### config.mk
export PLATFORM = sky130hd
export DESIGN_NAME = uart_tx
export DESIGN_NICKNAME = d
export VERILOG_FILES = /design/src/rtl/uart_tx.sv
export SDC_FILE = /design/constraint.sdc
export NUM_CORES = 1
export LEC_CHECK = 0
export CORE_UTILIZATION = 40
export DETAILED_ROUTE_END_ITERATION = 8
export DONT_BUFFER_PORTS = 1
export PLACE_DENSITY = 0.54
export SYNTH_ARGS = -nofsm -noshare
export SYNTH_HDL_FRONTEND = slang
export SYNTH_SLANG_ARGS = --single-unit
### constraint.sdc
create_clock -name clk -period 4.2 [get_ports clk]
set_clock_uncertainty 0.05 [all_clocks]
set_input_delay 0.84 -clock clk [delete_from_list [all_inputs] [get_ports clk]]
set_output_delay 0.84 -clock clk [all_outputs]
set_load 0.02 [all_outputs]
### src/rtl/uart_tx.sv
// uart_tx: transmit half of a UART link.
// Accepts a word through a valid/ready handshake and sends it as:
// start bit, data bits LSB first, an optional even-parity bit, then stop bits.
// Every bit lasts exactly BAUD_DIV clocks. All outputs come straight from flops.
module uart_tx #(
    parameter int BAUD_DIV      = 434,  // clk cycles per serial bit, 2..65535
    parameter int DATA_BITS     = 8,    // data bits per frame, 5..9
    parameter int ENABLE_PARITY = 1,    // 1 inserts an even-parity bit
    parameter int STOP_BIT      = 1     // number of stop bits, 1..2
) (
    input  logic                 clk,
    input  logic                 rst,
    input  logic                 tx_valid,
    input  logic [DATA_BITS-1:0] tx_data,
    output logic                 tx_ready,
    output logic                 tx,
    output logic                 busy,
    output logic                 tx_done
);

    typedef enum logic [2:0] {
        IDLE   = 3'd0,
        START  = 3'd1,
        DATA   = 3'd2,
        PARITY = 3'd3,
        STOP   = 3'd4
    } state_e;

    // Terminal counts, sized to match the counters they are compared with.
    localparam logic [15:0] BAUD_LAST = 16'(BAUD_DIV - 1);
    localparam logic [3:0]  BIT_LAST  = 4'(DATA_BITS - 1);
    localparam logic        STOP_LAST = 1'(STOP_BIT - 1);

    state_e               state_q,    state_d;
    logic [15:0]          baud_cnt_q, baud_cnt_d;
    logic [3:0]           bit_cnt_q,  bit_cnt_d;
    logic                 stop_cnt_q, stop_cnt_d;
    logic [DATA_BITS-1:0] shift_q,    shift_d;
    logic                 parity_q,   parity_d;
    logic                 tx_q,       tx_d;
    logic                 tx_ready_q, tx_ready_d;
    logic                 busy_q,     busy_d;
    logic                 tx_done_q,  tx_done_d;
    logic                 baud_last;

    assign baud_last = (baud_cnt_q == BAUD_LAST);

    // Next-state and next-output logic; outputs are decided one cycle ahead
    // so the line changes on the same edge as the state.
    always_comb begin
        // NOTE: every _d gets a default (hold, or 0 for the done pulse) before
        // the case, so no path leaves a variable unassigned and no latch forms.
        state_d    = state_q;
        baud_cnt_d = baud_cnt_q;
        bit_cnt_d  = bit_cnt_q;
        stop_cnt_d = stop_cnt_q;
        shift_d    = shift_q;
        parity_d   = parity_q;
        tx_d       = tx_q;
        tx_ready_d = tx_ready_q;
        busy_d     = busy_q;
        tx_done_d  = 1'b0;

        case (state_q)
            IDLE: begin
                tx_d       = 1'b1;
                tx_ready_d = 1'b1;
                busy_d     = 1'b0;
                baud_cnt_d = '0;
                bit_cnt_d  = '0;
                stop_cnt_d = 1'b0;
                if (tx_valid) begin
                    shift_d    = tx_data;
                    parity_d   = ^tx_data;
                    state_d    = START;
                    tx_d       = 1'b0;
                    tx_ready_d = 1'b0;
                    busy_d     = 1'b1;
                end
            end

            START: begin
                baud_cnt_d = baud_last ? 16'd0 : baud_cnt_q + 16'd1;
                if (baud_last) begin
                    state_d = DATA;
                    tx_d    = shift_q[0];
                end
            end

            DATA: begin
                baud_cnt_d = baud_last ? 16'd0 : baud_cnt_q + 16'd1;
                if (baud_last) begin
                    shift_d = shift_q >> 1;
                    if (bit_cnt_q == BIT_LAST) begin
                        bit_cnt_d = '0;
                        if (ENABLE_PARITY != 0) begin
                            state_d = PARITY;
                            tx_d    = parity_q;
                        end else begin
                            state_d = STOP;
                            tx_d    = 1'b1;
                        end
                    end else begin
                        bit_cnt_d = bit_cnt_q + 4'd1;
                        tx_d      = shift_q[1];
                    end
                end
            end

            PARITY: begin
                baud_cnt_d = baud_last ? 16'd0 : baud_cnt_q + 16'd1;
                if (baud_last) begin
                    state_d = STOP;
                    tx_d    = 1'b1;
                end
            end

            STOP: begin
                baud_cnt_d = baud_last ? 16'd0 : baud_cnt_q + 16'd1;
                tx_d       = 1'b1;
                if (baud_last) begin
                    if (stop_cnt_q == STOP_LAST) begin
                        stop_cnt_d = 1'b0;
                        state_d    = IDLE;
                        tx_ready_d = 1'b1;
                        busy_d     = 1'b0;
                        tx_done_d  = 1'b1;
                    end else begin
                        stop_cnt_d = stop_cnt_q + 1'b1;
                    end
                end
            end

            default: begin
                // Unused encodings fall back to a quiet idle line.
                state_d    = IDLE;
                tx_d       = 1'b1;
                tx_ready_d = 1'b1;
                busy_d     = 1'b0;
                baud_cnt_d = '0;
                bit_cnt_d  = '0;
                stop_cnt_d = 1'b0;
            end
        endcase
    end

    // State and output registers with synchronous reset to an idle line.
    always_ff @(posedge clk) begin
        // NOTE: flops use non-blocking assignments so every register samples
        // the pre-edge values; the comb block above uses blocking ones.
        if (rst) begin
            state_q    <= IDLE;
            baud_cnt_q <= '0;
            bit_cnt_q  <= '0;
            stop_cnt_q <= 1'b0;
            shift_q    <= '0;
            parity_q   <= 1'b0;
            tx_q       <= 1'b1;
            tx_ready_q <= 1'b1;
            busy_q     <= 1'b0;
            tx_done_q  <= 1'b0;
        end else begin
            state_q    <= state_d;
            baud_cnt_q <= baud_cnt_d;
            bit_cnt_q  <= bit_cnt_d;
            stop_cnt_q <= stop_cnt_d;
            shift_q    <= shift_d;
            parity_q   <= parity_d;
            tx_q       <= tx_d;
            tx_ready_q <= tx_ready_d;
            busy_q     <= busy_d;
            tx_done_q  <= tx_done_d;
        end
    end

    assign tx       = tx_q;
    assign tx_ready = tx_ready_q;
    assign busy     = busy_q;
    assign tx_done  = tx_done_q;

endmodule

## After elaboration in Yosys (flattened, before gate mapping)

Index checks and enable logic that the tools add are counted.

| storage, ports and cells | value |
|---|---|
| output and inout bits | 4 |
| register bits | 37 |
| input bits | 11 |
| word-level logic and storage cells | 77 |

| cells by class | value |
|---|---|
| bitwise logic cells | 5 |
| reductions and logical operators | 15 |
| equality and inequality tests | 13 |
| mux-type cells | 31 |
| add/sub/neg operators | 3 |

Operators with widths:

| cell | count |
|---|---|
| $mux 3 | 7 |
| $add 16x1->16 const B | 1 |
| $eq 16x9->1 const B | 1 |
| $mux 8 | 2 |
| $pmux 8 s2 | 1 |
| $pmux 3 s5 | 1 |
| $ne 2x2->1 const B | 7 |
| $mux 1 | 13 |
| $reduce_or 3->1 | 4 |
| $reduce_and 3->1 | 3 |
| $mux 4 | 2 |
| $pmux 4 s2 | 1 |
| $reduce_xor 8->1 | 1 |
| $reduce_and 7->1 | 1 |
| $eq 3x2->1 const B | 2 |
| $pmux 1 s3 | 2 |
| $reduce_and 2->1 | 3 |
| $not 1->1 | 5 |
| $add 4x1->4 const B | 1 |
| $eq 4x3->1 const B | 1 |
| $pmux 1 s4 | 1 |
| $reduce_or 4->1 | 1 |
| $eq 3x1->1 const B | 1 |
| $eq 3x3->1 const B | 1 |
| 4 further kinds | 4 |

## Logic depth before layout (Yosys ltp)

Gate-level depths: netlist of the first run.

| depth | value |
|---|---|
| word-level depth | 4 |
| mapped depth | 8 |
| mapped depth without buffers | 6 |

## Worst setup path before layout of the first run

OpenSTA, ideal clock, no wires.

| timing | value |
|---|---|
| kind | flip-flop to flip-flop |
| from | register baud_cnt_q[0] |
| to | register baud_cnt_q[10] |
| arrival | 1.970 ns |
| data required time | 4.033 ns |
| setup time | 0.117 ns |
| clock period less this slack | 2.137 ns |
| buffers on the path | 2 |
| slack | 2.063 ns |
| stages on the path, launching flop included | 8 |
| cell sequence | dfxtp_1 -> ha_1 -> or4b_4 -> or4_4 -> buf_6 -> nand2_2 -> buf_2 -> nor2_1 |

| between the ends | value |
|---|---|
| cells in the longest elaborated chain, start to end | 2 |
| elaborated cells on any way between the ends | 3 |
| classes of those cells | add/sub (1); eq/ne (1); reduce/logical (1) |

Ends and longest elaborated chain:

| what | RTL line | text |
|---|---|---|
| from (decl) | 35 | `logic [15:0] baud_cnt_q, baud_cnt_d;` |
| from (signal assigned) | 164 | `baud_cnt_q <= baud_cnt_d;` |
| branches (longest 2 deep; another with $add 16x1->16) | - |  |

Parallel ways; which one is timed is not known.
A chain may end at the register's enable or synchronous reset.

## Worst setup path in the final report of the first run

| timing | value |
|---|---|
| from | register baud_cnt_q[0] |
| to | register shift_q[5] |

| between the ends | value |
|---|---|
| cells in the longest elaborated chain, start to end | 3 |

Ends and longest elaborated chain:

| what | RTL line | text |
|---|---|---|
| $eq 16x9->1 | 46 | `assign baud_last = (baud_cnt_q == BAUD_LAST);` |
| $ne 2x2->1 (no source line) | - |  |
| $reduce_and 3->1 (no source line) | - |  |
| to (signal assigned) | 167 | `shift_q <= shift_d;` |
| to (decl) | 38 | `logic [DATA_BITS-1:0] shift_q, shift_d;` |

No other way between the ends.

==> flow_summary.ini, run 1 <==
[drt]
route.vias.total = 1387
route.met3.wl_um = 120
detailroute.wirelength.met2_um = 1640
drt_pass1_iterations = 4
avgRoutedWirePerCell_um = 14.2
final_antenna_net_count = 0
route.layer.met1.wl_um = 1780
topRoutingLayerUsed = met4
vias_per_std_cell = 5.48
route.final.wire_length_um = 3590
drc = 0
initialDrtViolationCount = 56

[cells_and_area]
layout-area-overhead-vs-synth_pct = 6.72
antennaDiodeCount = 0
final_layout_size_suffix_gt1_share_pct = 10.3
nets = 216

[die]
core.rowCount = 23
design.die.area_mm2 = 0.00464
io_pins = 15
vert_die_dim_um = 68.1
fp.dieW_um = 68.1
core_region_area_mm2 = 0.00409
start_util_pct = 42.8

[critical_path]
crit_path_end_kind = flip-flop
critical-path-slowest-cell = sky130_fd_sc_hd__nor4_2
setup.worst_path.start_class = flip-flop
path_cells = ha_1 -> or4b_4 -> nor4_2 -> nand2_1 -> o221a_2
worst-setup-path-type = reg -> reg
crit_family = simple AND/OR/NAND/NOR gates
critPathMaxStageDelay_ps = 510
rrSetupSlack_ps = 1850
worst_ep_required_time_ps = 4320
worst_r2r_startpoint = baud_cnt_q[0]$_SDFF_PP0_
worstPathArrival_ps = 2480
startpoint = baud_cnt_q[0]$_SDFF_PP0_
number_of_buffer_and_inverter_stages_on_the_critical_path = 0
maximum_fanout_along_the_worst_path = 7

[synth]
avgSynthCellArea_um2 = 8.66
netlist_area_mm2 = 0.00175
syn_nets = 216
yosysUniqueCellTypes = 41
synth_top_cells_by_area = sky130_fd_sc_hd__dfxtp_1 (41%), sky130_fd_sc_hd__xnor2_1 (9.5%), sky130_fd_sc_hd__nor2_1 (8.6%)
postSynthCellCount = 202
yosysWarningCount = 0
yosys_register_bits = 36
synth_top_flop_cell = sky130_fd_sc_hd__dfxtp_1
synth_seq_area_share_pct = 41.2
synth_top_cell_by_area = sky130_fd_sc_hd__dfxtp_1
post-synth-top-area-fraction_pct = 41.2
synthArstFlopShare_pct = 0
post_synth_edffs = 0

[sta]
timing.fmax_mhz = 425
worst_slew_margin_rel_pct = 58.8
drv_slew = 0
totalNegativeSetupSlack_ps = 0
fin_crit_sh_pct = 56.0
rsz_0062_raised_after_global_routing = no
worstMarginPinSlew_ps = 609
final_period_minus_worst_setup_slack_ps = 2350
hold_ws_ps = 439
final-hold-violation-count = 0
setup_viol = 0

[cts]
cts_resized = 0
htree_num_levels = 2
buffer_type_at_the_clock_tree_root = sky130_fd_sc_hd__clkbuf_8
ctsLongestPathBuffers = 2
cts_tree = yes
cts_hold_repair.buffers = 0
clkSinkCount = 36
clk-insertion-delay-late_ps = 280
cts_post_setup_buffers_inserted = 0
tritoncts.num_buffers = 5
clock_pin_slew_reported_for_the_worst_setup_and_hold_paths_after_clock_tree_synthesis_ps = 70

[global_route]
total_grt_overflow = 0
vias_in_the_first_global_route = 1315
antenna_found_initial = 0
grt_start_max_net_pins = 20
grt_first_pass_wirelength_um = 5960
groute.usage.overall_pct = 17.6

[power]
clock_power_share_pct = 37.9
power_uw = 658
power.switching_fraction_pct = 22.8
net_switching_power_figure_uw = 150
seq_power_share_pct = 55.2
power.density_cell_area_mw_per_mm2 = 353
p_int_uw = 508
combinationalPowerShare_pct = 6.9
p_leak_uw = 0.000594
power.ir.vdd_worst_uv = 223

[status]
status = completed

[placement]
post-dp-hpwl_um = 2610
place.gp.congestion = 0.816
place.port_buffers = 0

[min_path]
worstHoldPathType = reg -> reg
worstHoldStart = bit_cnt_q[1]$_SDFFE_PP0P_

[run]
timing.max_cap.violations = 0
-- worst paths after layout --
kind / to / cells after the start
hold reg to reg: bit_cnt_q[1]$_SDFFE_PP0P_ / 2
setup / recovery: shift_q[5]$_SDFFE_PP0P_ / 5
setup reg to reg: shift_q[5]$_SDFFE_PP0P_ / 5
hold / removal: bit_cnt_q[1]$_SDFFE_PP0P_ / 2
-- per-stage QoR --
stage / std cells / util (%) / setup WS, ps / instance area [µm²]
2_1_floorplan: 202 / - / 2060 / 1750
3_3_place_gp: 245 / 43.5 / 1950 / 1780
3_5_place_dp: 245 / 43.5 / 1870 / 1780
4_1_cts: 253 / 45.7 / 1830 / 1870
5_1_grt: 253 / 45.7 / 1630 / 1870
6_report: 253 / 45.7 / 1850 / 1870
-- state kept, by name, summed over array words and instances (netlist names) --
register	cells
tx	1
bit_cnt_q	4
busy	1
baud_cnt_q	16
tx_ready	1
state_q	3
parity_q	1
shift_q	8
tx_done	1
-- cells by family after synthesis --
logic type,synth area share [%]
and+or+nand+nor,25.8
DFF,41.2
AOI/OAI and AO/OA,14.3
xor gates and xnor gates,10.0
buffers and inverters,4.15
muxes,2.36
adders and majority gates,2.15
-- per-layer routing --
| layer | vias up | global-route usage (%) |
|---|---|---|
| met4 | 0 | 8.59 |
| met2 | 26 | 27.2 |
| met1 | 649 | 22.7 |
| li1 | 706 | - |
| met5 | - | 0 |
| met3 | 6 | 4.17 |
-- tightest hold or removal path, delay by kind of cell (launching register included) --
family,cells,cell delay (ps)
compound gates,1,50
flops,1,330
simple gates,1,60
-- synth_stat cells, types with 2 or more instances --
master and number:
sky130_fd_sc_hd__dfxtp_1 36, sky130_fd_sc_hd__clkbuf_1 5, sky130_fd_sc_hd__xnor2_1 19, sky130_fd_sc_hd__nand2_1 10
sky130_fd_sc_hd__ha_1 3, sky130_fd_sc_hd__o221a_2 3, sky130_fd_sc_hd__nor3_1 7, sky130_fd_sc_hd__mux2i_1 3
sky130_fd_sc_hd__or4_4 2, sky130_fd_sc_hd__nand3_1 8, sky130_fd_sc_hd__nor2_1 40, sky130_fd_sc_hd__inv_1 10
sky130_fd_sc_hd__o32ai_1 3, sky130_fd_sc_hd__o221a_1 4, sky130_fd_sc_hd__nand4_1 4, sky130_fd_sc_hd__or3_1 2
sky130_fd_sc_hd__nor4_1 3, sky130_fd_sc_hd__a21oi_1 12, sky130_fd_sc_hd__o21ai_0 4, sky130_fd_sc_hd__a31o_2 2
sky130_fd_sc_hd__nand2b_1 2
-- placed cells by master, fill, tap and decap left out, types with 4 or more instances in the layout --
master                     netlist  routed
sky130_fd_sc_hd__a21oi_1        12      12
sky130_fd_sc_hd__clkbuf_8        0       6
sky130_fd_sc_hd__dfxtp_1        36      36
sky130_fd_sc_hd__inv_1          10      10
sky130_fd_sc_hd__nand2_1        10      10
sky130_fd_sc_hd__nand3_1         8       8
sky130_fd_sc_hd__nand4_1         4       4
sky130_fd_sc_hd__nor2_1         40      40
sky130_fd_sc_hd__nor3_1          7       7
sky130_fd_sc_hd__o21ai_0         4       4
sky130_fd_sc_hd__o221a_1         4       4
sky130_fd_sc_hd__xnor2_1        19      19
-- power by group through the flow --
stage	combinational [µW]	sequential, µW	clock, µW
final	45.4	363	250
after global routing	51.5	365	270
after floorplan	42.6	367	0
after CTS	46.0	363	258
after global placement	44.7	371	0
after detailed placement	45.4	371	0
-- cell type report --
cell class,count,area [µm²]
multi-input combinational,149,956
inverter,10,37.5
clock buffer,8,90.1
tap,50,62.6
fill,425,2220
sequential,36,721
No activity file was read; power rests on OpenSTA's default activity.
==> inputs of run 2 (changes only) <==
clock period = 2.2 ns   (was 4.2 ns; I/O delays follow)
==> run 2 against run 1 <==
Sequential share of layout area fell by 1.0 points. Utilization rose by 1.5 points. Sequential power rose by 91%. Clock-buffer cell count did not move. Worst hold slack got worse by 260 ps. Setup slack got worse by 1800 ps. Register-to-register slack got worse by 1800 ps. Clock power rose by 86%. Via count rose by 2.1%. Power rose by 89%. Maximum frequency rose by 9.1%. Critical path type unchanged. Wire length fell by 2.5%.
==> flow_summary.ini, run 2 (same netlist as run 1, synthesis figures left out) <==
[cells_and_area]
antennaDiodeCount = 0
largest_register = baud_cnt_q
layout_top_registers = baud_cnt_q x16, shift_q x8, bit_cnt_q x4
multi_input_comb_area_um2 = 975
n_fill_cell = 412
nets = 221
most_frequent_standard_cell_in_the_layout_excluding_fill_and_tap_cells = sky130_fd_sc_hd__nor2_1
regArea_um2 = 724
most_used_cells_in_the_layout_excluding_fill_and_tap_cells = sky130_fd_sc_hd__nor2_1 (40), sky130_fd_sc_hd__dfxtp_1 (35), sky130_fd_sc_hd__xnor2_1 (19)
post_layout_nonfiller_instances = 258
final_layout_size_suffix_gt1_share_pct = 14.9
largest_register_ff_count = 16
final_design_area_no_fill_mm2 = 0.00193
layout-area-overhead-vs-synth_pct = 10.2

[drt]
initialDrtViolationCount = 79
vias_per_std_cell = 5.49
route.vias.total = 1416
final_antenna_net_count = 0
avgRoutedWirePerCell_um = 13.6
route.final.wire_length_um = 3500
drt_pass1_iterations = 4
drc = 0

[global_route]
antenna_found_initial = 0
vias_in_the_first_global_route = 1387
grt_start_max_net_pins = 20
groute.usage.overall_pct = 17.8
total_grt_overflow = 0
grt_first_pass_wirelength_um = 6100

[power]
clock_power_share_pct = 37.3
power.switching_fraction_pct = 22.0
p_leak_uw = 0.000625
power_uw = 1250
seq_power_share_pct = 55.6
combinationalPowerShare_pct = 7.1
power.ir.vdd_worst_uv = 363
power.density_cell_area_mw_per_mm2 = 647
net_switching_power_figure_uw = 275
p_int_uw = 972

[critical_path]
worst-setup-path-type = reg -> reg
worstPathArrival_ps = 2320
rrSetupSlack_ps = 40
maximum_fanout_along_the_worst_path = 7
worst_ep_required_time_ps = 2370
setup.worst_path.start_class = flip-flop
crit_path_end_kind = flip-flop

[sta]
timing.fmax_mhz = 464
final_period_minus_worst_setup_slack_ps = 2160
worst_slew_margin_rel_pct = 59.5
fin_crit_sh_pct = 98.0
setup_viol = 0
final-hold-violation-count = 0
worstMarginPinSlew_ps = 599
rsz_0062_raised_after_global_routing = yes
drv_slew = 0
hold_ws_ps = 178
totalNegativeSetupSlack_ps = 0

[cts]
clock_pin_slew_reported_for_the_worst_setup_and_hold_paths_after_clock_tree_synthesis_ps = 70
clk-insertion-delay-late_ps = 280
tritoncts.num_buffers = 5
clkSinkCount = 36
buffer_type_at_the_clock_tree_root = sky130_fd_sc_hd__clkbuf_8
cts_tree = yes
ctsLongestPathBuffers = 2
htree_num_levels = 2

[die]
core_region_area_mm2 = 0.00409
fp.dieW_um = 68.1
vert_die_dim_um = 68.1
start_util_pct = 42.8
core.rowCount = 23
io_pins = 15
design.die.area_mm2 = 0.00464

[status]
status = completed

[run]
timing.max_cap.violations = 0

[min_path]
worstHoldPathType = in -> reg

[placement]
place.gp.congestion = 0.792
place.port_buffers = 0
dpl_cell_area_mm2 = 0.00181
post-dp-hpwl_um = 2590
placedCellCount = 250
-- run 2: cell types whose count changed in the layout (fill, tap and decap cells not counted), sizes merged --
| cell | change |
|---|---|
| buf | +5 |
-- run 2: through the flow --
step	setup WS, ps	util [%]
2_1_floorplan	63.0	-
3_3_place_gp	98.7	44.4
3_5_place_dp	40.6	44.4
4_1_cts	24.0	46.6
5_1_grt	-36.4	47.2
6_report	44.4	47.2
-- run 2: metal layers --
layer  up-vias  global-route usage [%]  share of wire [%]
met3         2                    4.83                5.8
met5         -                       0                  0
met4         0                    7.29               0.57
li1        716                       -                  -
met2        38                    28.1                 45
met1       660                    22.6                 48
-- run 2: worst paths after layout --
kind                               endpoint  cells past startpoint                      start
hold / removal      shift_q[7]$_SDFFE_PP0P_                      1                        rst
hold reg to reg   bit_cnt_q[2]$_SDFFE_PP0P_                      2  bit_cnt_q[2]$_SDFFE_PP0P_
setup reg to reg    shift_q[4]$_SDFFE_PP0P_                      6   baud_cnt_q[1]$_SDFF_PP0_
setup / recovery    shift_q[4]$_SDFFE_PP0P_                      6   baud_cnt_q[1]$_SDFF_PP0_
-- run 2: critical path: stages (launching register included) --
cell and delay, ps:
sky130_fd_sc_hd__dfxtp_4 360, sky130_fd_sc_hd__inv_2 60, sky130_fd_sc_hd__ha_4 100, sky130_fd_sc_hd__or4b_4 460
sky130_fd_sc_hd__or4_4 600, sky130_fd_sc_hd__o21ai_4 240, sky130_fd_sc_hd__o221a_1 220
-- run 2: power groups by stage --
stage | Combinational, µW | Sequential, µW | Clock, µW
after floorplan | 81.3 | 701 | 0
after global placement | 87.2 | 707 | 0
after detailed placement | 88.2 | 707 | 0
after CTS | 88.7 | 693 | 489
after global routing | 101 | 695 | 510
final | 88.6 | 693 | 465
-- run 2: repair_timing --
item,CTS,global route
hold endpoints to repair,0,0
resized for setup,0,7
buffers inserted,0,0
hold buffers,0,0
endpoints found under the setup margin,0,27
-- run 2: cell type report --
class | instances | area share (%)
flip-flops and latches | 36 | 37.6
well taps | 50 | 3.25
inverters | 10 | 1.95
multi-input cells | 149 | 50.6
repair buffers | 5 | 1.95
clock buffers | 8 | 4.68
==> inputs of run 3 (changes only) <==
CORE_MARGIN = 2   (was not set)
GPL_ROUTABILITY_DRIVEN = 0   (was not set)
==> run 3 against run 2 <==
Sequential share of layout area fell by 0.45 points. Cell area rose by 1.0%. First-iteration DRC count fell by 59%. Global-route usage fell by 2.4 points. Worst hold slack got worse by 4.6 ps. Final cell count rose by 1.6%. Register-to-register slack improved by 30 ps. Sequential power barely moved. Critical endpoint is now shift_q[1]$_SDFFE_PP0P_. Highest routed layer unchanged.
==> flow_summary.ini, run 3 (same netlist as run 1, synthesis figures left out) <==
[drt]
drt_pass1_iterations = 4
avgRoutedWirePerCell_um = 13.4
final_antenna_net_count = 0
route.final.wire_length_um = 3520
route.vias.total = 1401
drc = 0
initialDrtViolationCount = 32
vias_per_std_cell = 5.35

[cts]
ctsLongestPathBuffers = 2
cts_hold_repair.buffers = 0
buffer_type_at_the_clock_tree_root = sky130_fd_sc_hd__clkbuf_8
clock_pin_slew_reported_for_the_worst_setup_and_hold_paths_after_clock_tree_synthesis_ps = 70
clk-insertion-delay-late_ps = 280
htree_num_levels = 2
cts_tree = yes
tritoncts.num_buffers = 5
clkSinkCount = 36

[global_route]
global_route.peak_usage_layer = met2
use_met3_pct = 5.19
globalRouteMet2Util_pct = 26.3
antenna_found_initial = 0
groute.usage.overall_pct = 15.4
total_grt_overflow = 0
globalRouteMet1Util_pct = 17.0
vias_in_the_first_global_route = 1417
grt_first_pass_wirelength_um = 6110
grt_start_max_net_pins = 20

[status]
status = completed

[critical_path]
worst_ep_required_time_ps = 2380
crit_family = simple AND/OR/NAND/NOR gates
worst-r2r-cell-count = 6
crit_path_end_kind = flip-flop
path_cells = inv_2 -> ha_4 -> or4b_4 -> or4_4 -> o21ai_4 -> o221a_2
critical-path-slowest-cell = sky130_fd_sc_hd__or4_4
maximum_fanout_along_the_worst_path = 7
worstPathArrival_ps = 2310
critPathMaxStageDelay_ps = 600
setup.worst_path.start_class = flip-flop
number_of_buffer_and_inverter_stages_on_the_critical_path = 1
worst-path-stages = 6
worst-setup-path-type = reg -> reg

[die]
fp.dieW_um = 70.1
start_util_pct = 40.7
core.rowCount = 24
vert_die_dim_um = 70.1
core_region_area_mm2 = 0.00429
design.die.area_mm2 = 0.00492
io_pins = 15

[sta]
setup_viol = 0
final_period_minus_worst_setup_slack_ps = 2130
final-hold-violation-count = 0
worst_slew_margin_rel_pct = 64.9
fin_crit_sh_pct = 96.7
hold_ws_ps = 174
drv_slew = 0
rsz_0062_raised_after_global_routing = yes
worstMarginPinSlew_ps = 519
timing.fmax_mhz = 470

[placement]
dpl_cell_area_mm2 = 0.00182
placedCellCount = 253
post-dp-hpwl_um = 2610
place.port_buffers = 0

[cells_and_area]
post_layout_nonfiller_instances = 262
largest_register = baud_cnt_q
layout-area-overhead-vs-synth_pct = 11.3
final_layout_size_suffix_gt1_share_pct = 16.7
most_frequent_standard_cell_in_the_layout_excluding_fill_and_tap_cells = sky130_fd_sc_hd__nor2_1
final_design_area_no_fill_mm2 = 0.00195
antennaDiodeCount = 0
layout_top_registers = baud_cnt_q x16, shift_q x8, bit_cnt_q x4
nets = 223
most_used_cells_in_the_layout_excluding_fill_and_tap_cells = sky130_fd_sc_hd__nor2_1 (40), sky130_fd_sc_hd__dfxtp_1 (34), sky130_fd_sc_hd__xnor2_1 (19)
largest_register_ff_count = 16

[min_path]
worstHoldPathType = in -> reg
whs_path_depth = 1

[power]
p_leak_uw = 0.000633
power.ir.vdd_worst_uv = 353
power.density_cell_area_mw_per_mm2 = 649
power_uw = 1260

[run]
timing.max_cap.violations = 0
==> run 3: cell types whose count changed in the layout (fill, tap and decap cells not counted), sizes merged <==
| cell | change |
|---|---|
| buf | +2 |
| clkbuf | -1 |
| clkinvlp | +1 |
==> run 3: layout make-up <==
type,instances,area [µm²]
clock buffers,7,86.3
multi-input cells,149,975
repair buffers,7,52.6
fillers,439,2350
inverters,10,37.5
flip-flops and latches,36,723
clock inverters,1,7.51
well taps,52,65.1
==> run 3: worst paths after layout <==
| path | end | slack [ps] | startpoint |
|---|---|---|---|
| setup / recovery | shift_q[1]$_SDFFE_PP0P_ | 70 | baud_cnt_q[1]$_SDFF_PP0_ |
| hold / removal | shift_q[7]$_SDFFE_PP0P_ | 170 | rst |
| setup reg to reg | shift_q[1]$_SDFFE_PP0P_ | 70 | baud_cnt_q[1]$_SDFF_PP0_ |
| hold reg to reg | bit_cnt_q[2]$_SDFFE_PP0P_ | 430 | bit_cnt_q[2]$_SDFFE_PP0P_ |
==> run 3: power breakdown <==
| group | total, µW | internal [µW] | switching, µW |
|---|---|---|---|
| sequential | 694 | 672 | 21.3 |
| combinational | 89.3 | 45.1 | 44.2 |
| clock | 481 | 254 | 227 |
==> run 3: through the flow <==
| stage | util (%) | TNS, ps | worst slack [ps] |
|---|---|---|---|
| 3_3_place_gp | 42.5 | 0 | 75.4 |
| 4_1_cts | 44.7 | 0 | 2.34 |
| 5_1_grt | 45.3 | -1.06 | -1.06 |
| 6_report | 45.3 | 0 | 71.5 |
| 2_1_floorplan | - | 0 | 63.0 |
| 3_5_place_dp | 42.5 | 0 | 0.573 |
==> run 3: what timing repair did <==
action	CTS	global route
buffers inserted	0	1
setup endpoints to repair	0	27
gates resized for setup	0	7
==> run 3: worst register-to-register path: stages (launching register included) <==
cell	delay, ps
sky130_fd_sc_hd__dfxtp_2	340
sky130_fd_sc_hd__inv_2	60
sky130_fd_sc_hd__ha_4	100
sky130_fd_sc_hd__or4b_4	470
sky130_fd_sc_hd__or4_4	600
sky130_fd_sc_hd__o21ai_4	240
sky130_fd_sc_hd__o221a_2	220
==> run 3: routing by layer <==
layer / vias to the layer above / wire, µm / share of wire (%)
met5: - / 0 / 0
met3: 8 / 113 / 3.2
li1: 721 / - / -
met4: 0 / 72 / 2.0
met2: 16 / 1730 / 49
met1: 656 / 1610 / 46
